File: config.mk
export PLATFORM = sky130hd
export DESIGN_NAME = rc4_ksa_shuffle
export DESIGN_NICKNAME = d
export VERILOG_FILES = /design/src/rtl/rc4_ksa_shuffle.sv
export SDC_FILE = /design/constraint.sdc
export NUM_CORES = 1
export LEC_CHECK = 0
export CORE_MARGIN = 3
export CORE_UTILIZATION = 54
export CTS_CLUSTER_DIAMETER = 150
export DETAILED_ROUTE_END_ITERATION = 10
export PLACE_DENSITY = 0.92
export RECOVER_POWER = 25
export SLEW_MARGIN = 20
export SYNTH_ARGS = -nofsm -noshare
export SYNTH_HDL_FRONTEND = slang
export SYNTH_SLANG_ARGS = --single-unit
File: constraint.sdc
create_clock -name clk -period 4.8 [get_ports clk]
set_input_delay 0.72 -clock clk [delete_from_list [all_inputs] [get_ports clk]]
set_output_delay 0.72 -clock clk [all_outputs]
set_load 0.05 [all_outputs]
File: src/rtl/rc4_ksa_shuffle.sv
// RC4 key-scheduling shuffle engine: permutes the 256-byte S memory with the latched key.
// Optional build macro KSA_SKIP_SELF_SWAP_EN skips the read/write steps when j == i.
module rc4_ksa_shuffle #(
  parameter int unsigned KEY_BYTES = 3
) (
  input  logic                   clk,
  input  logic                   reset_n,
  input  logic                   start,
  input  logic [KEY_BYTES*8-1:0] secret_key,
  input  logic [7:0]             s_q,
  output logic [7:0]             s_address,
  output logic [7:0]             s_data,
  output logic                   s_write_enable,
  output logic                   busy,
  output logic                   done
);

  localparam int unsigned KIW = (KEY_BYTES > 1) ? $clog2(KEY_BYTES) : 1;
  localparam logic [KIW-1:0] KI_LAST = KIW'(KEY_BYTES - 1);

  localparam logic [3:0] ST_IDLE   = 4'd0;
  localparam logic [3:0] ST_RD_SI  = 4'd1;
  localparam logic [3:0] ST_WT_SI  = 4'd2;
  localparam logic [3:0] ST_CALC_J = 4'd3;
  localparam logic [3:0] ST_RD_SJ  = 4'd4;
  localparam logic [3:0] ST_WT_SJ  = 4'd5;
  localparam logic [3:0] ST_WR_I   = 4'd6;
  localparam logic [3:0] ST_WR_J   = 4'd7;
  localparam logic [3:0] ST_DONE   = 4'd8;

  logic [3:0]                  state, state_n;
  logic [7:0]                  i, i_n, j, j_n, si, si_n, sj, sj_n;
  logic [KEY_BYTES-1:0][7:0]   key_r, key_n;
  logic [KIW-1:0]              kidx, kidx_n;
  logic                        last, last_n;
  logic                        iter_end;
  logic [7:0]                  key_byte;
  logic [7:0]                  addr_n, data_n;
  logic                        we_n, busy_n, done_n;

  // Byte 0 of the key sits in the most-significant position.
  assign key_byte = key_r[KI_LAST - kidx];

  // Next-state, datapath and registered-output decode.
  always_comb begin
    state_n  = state;
    i_n      = i;
    j_n      = j;
    si_n     = si;
    sj_n     = sj;
    key_n    = key_r;
    kidx_n   = kidx;
    last_n   = last;
    iter_end = 1'b0;
    addr_n   = 8'd0;
    data_n   = 8'd0;
    we_n     = 1'b0;
    busy_n   = 1'b0;
    done_n   = 1'b0;

    case (state)
      ST_IDLE: begin
        if (start) begin
          key_n   = secret_key;
          i_n     = 8'd0;
          j_n     = 8'd0;
          kidx_n  = '0;
          last_n  = 1'b0;
          state_n = ST_RD_SI;
        end
      end
      ST_RD_SI:  state_n = ST_WT_SI;
      ST_WT_SI: begin
        si_n    = s_q;
        state_n = ST_CALC_J;
      end
      ST_CALC_J: begin
        j_n     = j + si + key_byte;
        state_n = ST_RD_SJ;
`ifdef KSA_SKIP_SELF_SWAP_EN
        if (j_n == i) iter_end = 1'b1;
`endif
      end
      ST_RD_SJ:  state_n = ST_WT_SJ;
      ST_WT_SJ: begin
        sj_n    = s_q;
        state_n = ST_WR_I;
      end
      ST_WR_I:   state_n = ST_WR_J;
      ST_WR_J:   iter_end = 1'b1;
      ST_DONE:   state_n = ST_IDLE;
      default:   state_n = ST_IDLE;
    endcase

    // Advance to the next index, or finish after i == 255.
    if (iter_end) begin
      if (last) begin
        state_n = ST_DONE;
      end else begin
        i_n     = i + 8'd1;
        kidx_n  = (kidx == KI_LAST) ? '0 : kidx + KIW'(1);
        last_n  = (i == 8'd254);
        state_n = ST_RD_SI;
      end
    end

    // Outputs are registered, so decode them from the state being entered.
    case (state_n)
      ST_RD_SI, ST_WT_SI, ST_CALC_J: begin
        addr_n = i_n;
        busy_n = 1'b1;
      end
      ST_RD_SJ, ST_WT_SJ: begin
        addr_n = j_n;
        busy_n = 1'b1;
      end
      ST_WR_I: begin
        addr_n = i_n;
        data_n = sj_n;
        we_n   = 1'b1;
        busy_n = 1'b1;
      end
      ST_WR_J: begin
        addr_n = j_n;
        data_n = si_n;
        we_n   = 1'b1;
        busy_n = 1'b1;
      end
      ST_DONE: begin
        busy_n = 1'b1;
        done_n = 1'b1;
      end
      default: begin
        addr_n = 8'd0;
      end
    endcase
  end

  always_ff @(posedge clk or negedge reset_n) begin
    if (!reset_n) begin
      state          <= ST_IDLE;
      i              <= 8'd0;
      j              <= 8'd0;
      si             <= 8'd0;
      sj             <= 8'd0;
      key_r          <= '0;
      kidx           <= '0;
      last           <= 1'b0;
      s_address      <= 8'd0;
      s_data         <= 8'd0;
      s_write_enable <= 1'b0;
      busy           <= 1'b0;
      done           <= 1'b0;
    end else begin
      state          <= state_n;
      i              <= i_n;
      j              <= j_n;
      si             <= si_n;
      sj             <= sj_n;
      key_r          <= key_n;
      kidx           <= kidx_n;
      last           <= last_n;
      s_address      <= addr_n;
      s_data         <= data_n;
      s_write_enable <= we_n;
      busy           <= busy_n;
      done           <= done_n;
    end
  end

endmodule

==> results of run 1 <==
-- cell usage after synthesis (2+ instances only) --
library cell   n
a211o_1        2
a211oi_1       3
a21o_1         2
a21oi_1       11
a21oi_2        2
a22o_1         8
a22oi_1        8
a31oi_1        2
and4_1         2
buf_2          8
clkbuf_1       4
dfrtp_1       74
fa_1           8
ha_1          10
inv_1         10
mux2_2        33
mux2i_1       11
nand2_1       23
nand2b_1       4
nand3_1       11
nand4_1        4
nor2_1        15
nor2b_1        4
nor3_1         6
nor3b_1        2
o21ai_0       13
o21ai_1        7
o2bb2ai_1      3
xnor2_1        4
xor2_1         3
-- through the flow --
stage / util / worst slack (ns) / cells / instance area [um^2]
CTS: 0.696 / 0.909 / 447 / 4500
detailed placement: 0.652 / 0.910 / 431 / 4210
finish: 0.696 / 0.884 / 447 / 4490
global placement: 0.652 / 1.13 / 431 / 4210
floorplan: - / 1.15 / 313 / 3640
global route: 0.696 / 0.641 / 447 / 4490
-- cell type report --
cell class	instances	share of cell area
Inverter	10	0.00835
Timing Repair Buffer	55	0.120
Clock buffer	12	0.0367
Tap cell	77	0.0214
Multi-Input combinational cell	215	0.375
Clock inverter	4	0.0267
Sequential cell	74	0.412
-- cell families (layout without fill, tap and decap cells) --
group / Yosys count / in the layout / synth area share
adder cells (fa/ha/maj): 18 / 18 / 0.0783
AND/OR/NAND/NOR: 81 / 81 / 0.117
AO/OA/AOI/OAI: 65 / 65 / 0.118
multiplexers: 44 / 44 / 0.132
buffers and inverters: 24 / 81 / 0.0295
flip-flops: 74 / 74 / 0.508
XOR/XNOR: 7 / 7 / 0.0168
-- routing by layer --
| metal | track usage | up-vias | routed length [um] |
|---|---|---|---|
| met1 | 0.277 | 1316 | 3270 |
| met4 | 0.0907 | 0 | 99 |
| met3 | 0.0499 | 10 | 458 |
| met5 | 0 | - | 0 |
| li1 | - | 1228 | - |
| met2 | 0.395 | 83 | 4240 |
-- sequential cells by signal (all words and copies together) (netlist names), 2 cells and up --
register,count
j,8
i,8
si,8
s_data,8
key_r,24
kidx,2
state,4
s_address,8
-- power by group through the flow --
stage               Sequential [mW]  Combinational (mW)  Clock (mW)
finish                         1.13                2.01       0.663
global route                   1.17                2.21       0.695
CTS                            1.13                2.01       0.670
detailed placement             1.13                1.98           0
global placement               1.11                1.85           0
floorplan                      1.19                1.39           0
-- worst max-delay path, delay by kind of cell, from the launching register on --
kind	cells	cell delay (ns)
buf+inv	2	0.17
flops	1	0.54
fa+ha+maj	4	1.61
simple gates	4	0.77
compound gates	4	0.71
-- worst max-delay path by stage --
stage               startpoint      endpoint
floorplan              kidx[0]  s_address[5]
detailed placement     kidx[0]  s_address[5]
global route           kidx[0]  s_address[5]
global placement       kidx[0]  s_address[5]
CTS                    kidx[0]  s_address[5]
finish                 kidx[0]  s_address[5]
==> flow_metrics.env, run 1 <==
export IMPL_violations="capacitance limit, slew limit"
export IMPL_drc=0
export IMPL_power_frac_clock=0.174
export IMPL_drt_antenna_violating_nets=0
export IMPL_ff_latch_area_um2=1850
export IMPL_cp_cell_sequence="inv_1, ha_1, and2_1, nand2_1, o21ai_0, fa_1, ha_1, inv_1, fa_1, nor2b_1, o21ai_0, and4_1, a211o_1, a22o_1"
export IMPL_max_stage_delay_ns=0.54
export IMPL_num_nets_final=418
export IMPL_synth_cell_types=46
export IMPL_p_sw_mw=1.60
export IMPL_finalSetupTns_ns=0
export IMPL_final_max_slew_violation_count=47
export IMPL_yosys_warnings=0
export IMPL_min_path_cells=1
export IMPL_grt_max_degree=47
export IMPL_ys_top_cells_by_area="dfrtp_1 (51%), mux2_2 (10%), fa_1 (4.4%)"
export IMPL_die_area_um2=7770
export IMPL_ys_flop_type="dfrtp_1"
export IMPL_seqPwrFrac=0.297
export IMPL_final_cell_mix="dfrtp_1 (74), clkdlybuf4s50_1 (52), mux2_2 (33)"
export IMPL_syn_area_per_cell_um2=11.6
export IMPL_cts_root_buf="clkbuf_8"
export IMPL_post_cts_resized=0
export IMPL_worstMarginPinSlew_ns=2.47
export IMPL_grt_first_pass_wirelength_mm=13.4
export IMPL_h_tree_depth=3
export IMPL_ctsHoldBuffers=0
export IMPL_die_h_um=88.1
export IMPL_cts_sinks=74
export IMPL_internal_power_mw=2.20
export IMPL_ios=54
export IMPL_fillCellCount=467
export IMPL_finalSetupViolations=0
export IMPL_cts_buffer_depth=2
export IMPL_pwr_share_comb=0.528
export IMPL_numPortBuffers=53
export IMPL_fin_crit_sh=0.816
export IMPL_leakage_nw=1.95
export IMPL_final_common_cell="dfrtp_1"
export IMPL_numCtsBuffers=9
export IMPL_core_rowCount=29
export IMPL_synth_top_area_share=0.508
export IMPL_globalplace_congestion=0.853
export IMPL_r2r_cells=14
export IMPL_worstSetupStartpointType="flop"
export IMPL_syn_cell_area_um2=3640
export IMPL_dp_hpwl_mm=5.71
export IMPL_design_core_area_um2=6460
export IMPL_overflow=0
export IMPL_skew_ns=0.0137
export IMPL_cts_reportedPaths_clkPinSlew_ns=0.08
export IMPL_required_ns=5.04
export IMPL_cp_max_fo=13
export IMPL_ys_ff_latch=74
export IMPL_synth_top_area_cell="dfrtp_1"
export IMPL_grt_pass1_vias=2829
export IMPL_drive_gt1_frac=0.151
export IMPL_multi_input_area_um2=1680
export IMPL_die_width_um=88.1
export IMPL_hold_path_class="reg2reg"
export IMPL_rr_endpoint="s_address[5]"
export IMPL_min_to="kidx[1]"
export IMPL_post_cts_buffers=0
export IMPL_drtIter0Drc=161
export IMPL_initial_utilization=0.564
export IMPL_power_density_nw_per_um2=845
export IMPL_wire_per_inst_um=18.1
export IMPL_area_growth_pct=23.4
export IMPL_timing_final_hold_violations=0
export IMPL_ys_seq_area_frac=0.508
export IMPL_rrSetupSlack_ns=0.88
export IMPL_outcome="finished, violations left"
export IMPL_relSlewSlack=-0.646
export IMPL_rsz0062_at_grt="no"
export IMPL_switching_share=0.422
export IMPL_clock_fmax_mhz=255
export IMPL_clk_latency_ns=0.34
export IMPL_syn_num_nets=366
export IMPL_endpoint_kind="flop"
export IMPL_arrival_ns=4.16
export IMPL_fin_hold_ws_ns=0.506
export IMPL_crit_type="reg2reg"
export IMPL_power_mw=3.80
export IMPL_drt_first_pass_iters=4
export IMPL_grt_usage=0.228
export IMPL_antenna_found_initial=0
export IMPL_r2r_start="kidx[0]"
export IMPL_synth_async_reset_ratio=1.00
export IMPL_timing_final_crit_period_ns=3.92
export IMPL_max_cap_violations=1
export IMPL_syn_inst=313
export IMPL_synth_enable_flop_cells=0
export IMPL_cp_slowest_cell="dfrtp_1"
export IMPL_cts_tree="built"
export IMPL_min_from="kidx[1]"
export IMPL_antenna_cells=0
export IMPL_routed_wl_mm=8.08
export IMPL_vias=2637
export IMPL_vdd_drop_max_mv=0.445
export IMPL_viasPerCell=5.90
Note: power is estimated with default switching activity, not from simulation.
==> run 2, diff against run 1 <==
==> constraint.sdc (replaced) <==
create_clock -name clk -period 3.83 [get_ports clk]
set_input_delay 0.5745 -clock clk [delete_from_list [all_inputs] [get_ports clk]]
set_output_delay 0.5745 -clock clk [all_outputs]
set_load 0.05 [all_outputs]
==> run 2 against run 1 <==
Against the previous run: the run still ends with capacitance limit, slew limit left; die area unchanged; sequential cell count unchanged; clock skew decreased by 0.0045 ns; core utilization decreased by 0.74 points; routed wire length decreased by 3.3%; final cell count increased by 0.45%; critical path type unchanged; largest power group unchanged.
==> flow_metrics.env, run 2 (synthesis gave the netlist of run 1 again) <==
export IMPL_outcome="finished, violations left"
export IMPL_violations="capacitance limit, slew limit"
export IMPL_power_frac_clock=0.150
export IMPL_grt_usage=0.223
export IMPL_cp_startpoint="kidx[1]"
export IMPL_die_area_um2=7770
export IMPL_design_core_area_um2=6460
export IMPL_r2r_start="kidx[1]"
export IMPL_overflow=0
export IMPL_internal_power_mw=2.58
export IMPL_hold_path_class="reg2reg"
export IMPL_cts_reportedPaths_clkPinSlew_ns=0.08
export IMPL_vdd_drop_max_mv=0.629
export IMPL_wire_per_inst_um=17.4
export IMPL_die_h_um=88.1
export IMPL_cts_buffer_depth=2
export IMPL_seqPwrFrac=0.306
export IMPL_globalplace_congestion=0.903
export IMPL_cp_slowest_cell="fa_1"
export IMPL_cts_tree="built"
export IMPL_leakage_nw=1.93
export IMPL_drt_first_pass_iters=4
export IMPL_vias=2635
export IMPL_grt_pass1_vias=2654
export IMPL_finalSetupTns_ns=0
export IMPL_grt_max_degree=45
export IMPL_fin_crit_sh=0.929
export IMPL_largest_register="key_r"
export IMPL_drt_antenna_violating_nets=0
export IMPL_crit_type="reg2reg"
export IMPL_timing_final_hold_violations=0
export IMPL_cts_sinks=74
export IMPL_final_max_slew_violation_count=32
export IMPL_post_cts_resized=0
export IMPL_required_ns=4.08
export IMPL_initial_utilization=0.564
export IMPL_rsz0062_at_grt="no"
export IMPL_relSlewSlack=-0.0911
export IMPL_switching_share=0.433
export IMPL_pwr_share_comb=0.544
export IMPL_endpoint_kind="flop"
export IMPL_final_cell_mix="dfrtp_1 (74), clkdlybuf4s50_1 (51), mux2_2 (33)"
export IMPL_fin_util=0.688
export IMPL_cp_max_fo=7
export IMPL_skew_ns=0.00925
export IMPL_antenna_found_initial=0
export IMPL_cp_cell_sequence="inv_1, ha_1, and2_1, nand2_1, o21ai_0, fa_1, ha_1, inv_1, fa_1, nor2b_1, o21ai_0, and4_1, a211o_1, a22o_1"
export IMPL_final_common_cell="dfrtp_1"
export IMPL_clk_latency_ns=0.36
export IMPL_p_sw_mw=1.97
export IMPL_numPortBuffers=53
export IMPL_worstMarginPinSlew_ns=1.64
export IMPL_rrSetupSlack_ns=0.27
export IMPL_max_stage_delay_ns=0.51
export IMPL_finalSetupViolations=0
export IMPL_numCtsBuffers=9
export IMPL_cts_root_buf="clkbuf_8"
export IMPL_post_cts_buffers=0
export IMPL_grt_first_pass_wirelength_mm=13.0
export IMPL_drive_gt1_frac=0.156
export IMPL_num_nets_final=420
export IMPL_min_from="i[4]"
export IMPL_viasPerCell=5.87
export IMPL_area_growth_pct=22.0
export IMPL_antenna_cells=0
export IMPL_fillCellCount=489
export IMPL_core_rowCount=29
export IMPL_worstSetupStartpointType="flop"
export IMPL_drtIter0Drc=164
export IMPL_ios=54
export IMPL_timing_final_crit_period_ns=3.56
export IMPL_arrival_ns=3.81
export IMPL_largest_reg_flops=24
export IMPL_die_width_um=88.1
export IMPL_dp_hpwl_mm=5.75
export IMPL_routed_wl_mm=7.81
export IMPL_power_density_nw_per_um2=1020
export IMPL_ctsHoldBuffers=0
export IMPL_max_cap_violations=1
export IMPL_clock_fmax_mhz=281
export IMPL_h_tree_depth=3
export IMPL_drc=0
run 2: final timing paths:
path	end	depth (start not counted)
worst max register to register	s_address[5]	14
worst min-delay path	i[4]	1
max in group asynchronous	key_r[4]	2
worst max-delay path	s_address[5]	14
min in group asynchronous	busy	1
worst min register to register	i[4]	1
run 2: area by class of cell:
cell class	instances	area (um^2)	area share
sequential	74	1850	0.416
multi-input combinational	215	1680	0.379
timing repair buffer	57	552	0.124
clock buffer	9	124	0.0279
clock inverter	7	101	0.0228
tap	77	96.3	0.0217
inverter	10	37.5	0.00844
run 2: through the flow:
stage	total power [mW]	std cells	setup slack, ns	cell area [um^2]	hold slack (ns)
after detailed placement	3.84	433	0.302	4230	0.495
after CTS	4.55	449	0.275	4450	0.260
after floorplan	3.23	313	0.179	3640	0.279
final	4.54	449	0.271	4450	0.514
after global placement	3.73	433	0.443	4230	0.482
after global routing	4.90	449	0.0166	4450	0.527
run 2: power groups by stage:
stage | registers, mW | clock network (mW) | logic, mW
floorplan | 1.49 | 0 | 1.74
global placement | 1.38 | 0 | 2.35
detailed placement | 1.40 | 0 | 2.44
CTS | 1.39 | 0.690 | 2.47
global route | 1.44 | 0.725 | 2.73
finish | 1.39 | 0.681 | 2.47
run 2: critical path: cells and delay by family, from the launching register on:
family	cells	cell delay, ns
adder cells (fa/ha/maj)	4	1.51
flip-flops	1	0.37
AO/OA/AOI/OAI	4	0.71
AND/OR/NAND/NOR	4	0.74
buffers and inverters	2	0.13
run 2: metal layers:
layer | vias to the layer above | part of all wire | GRT usage
li1 | 1231 | - | -
met2 | 91 | 0.49 | 0.352
met3 | 26 | 0.045 | 0.0433
met1 | 1287 | 0.43 | 0.287
met5 | - | 0 | 0
met4 | 0 | 0.037 | 0.133
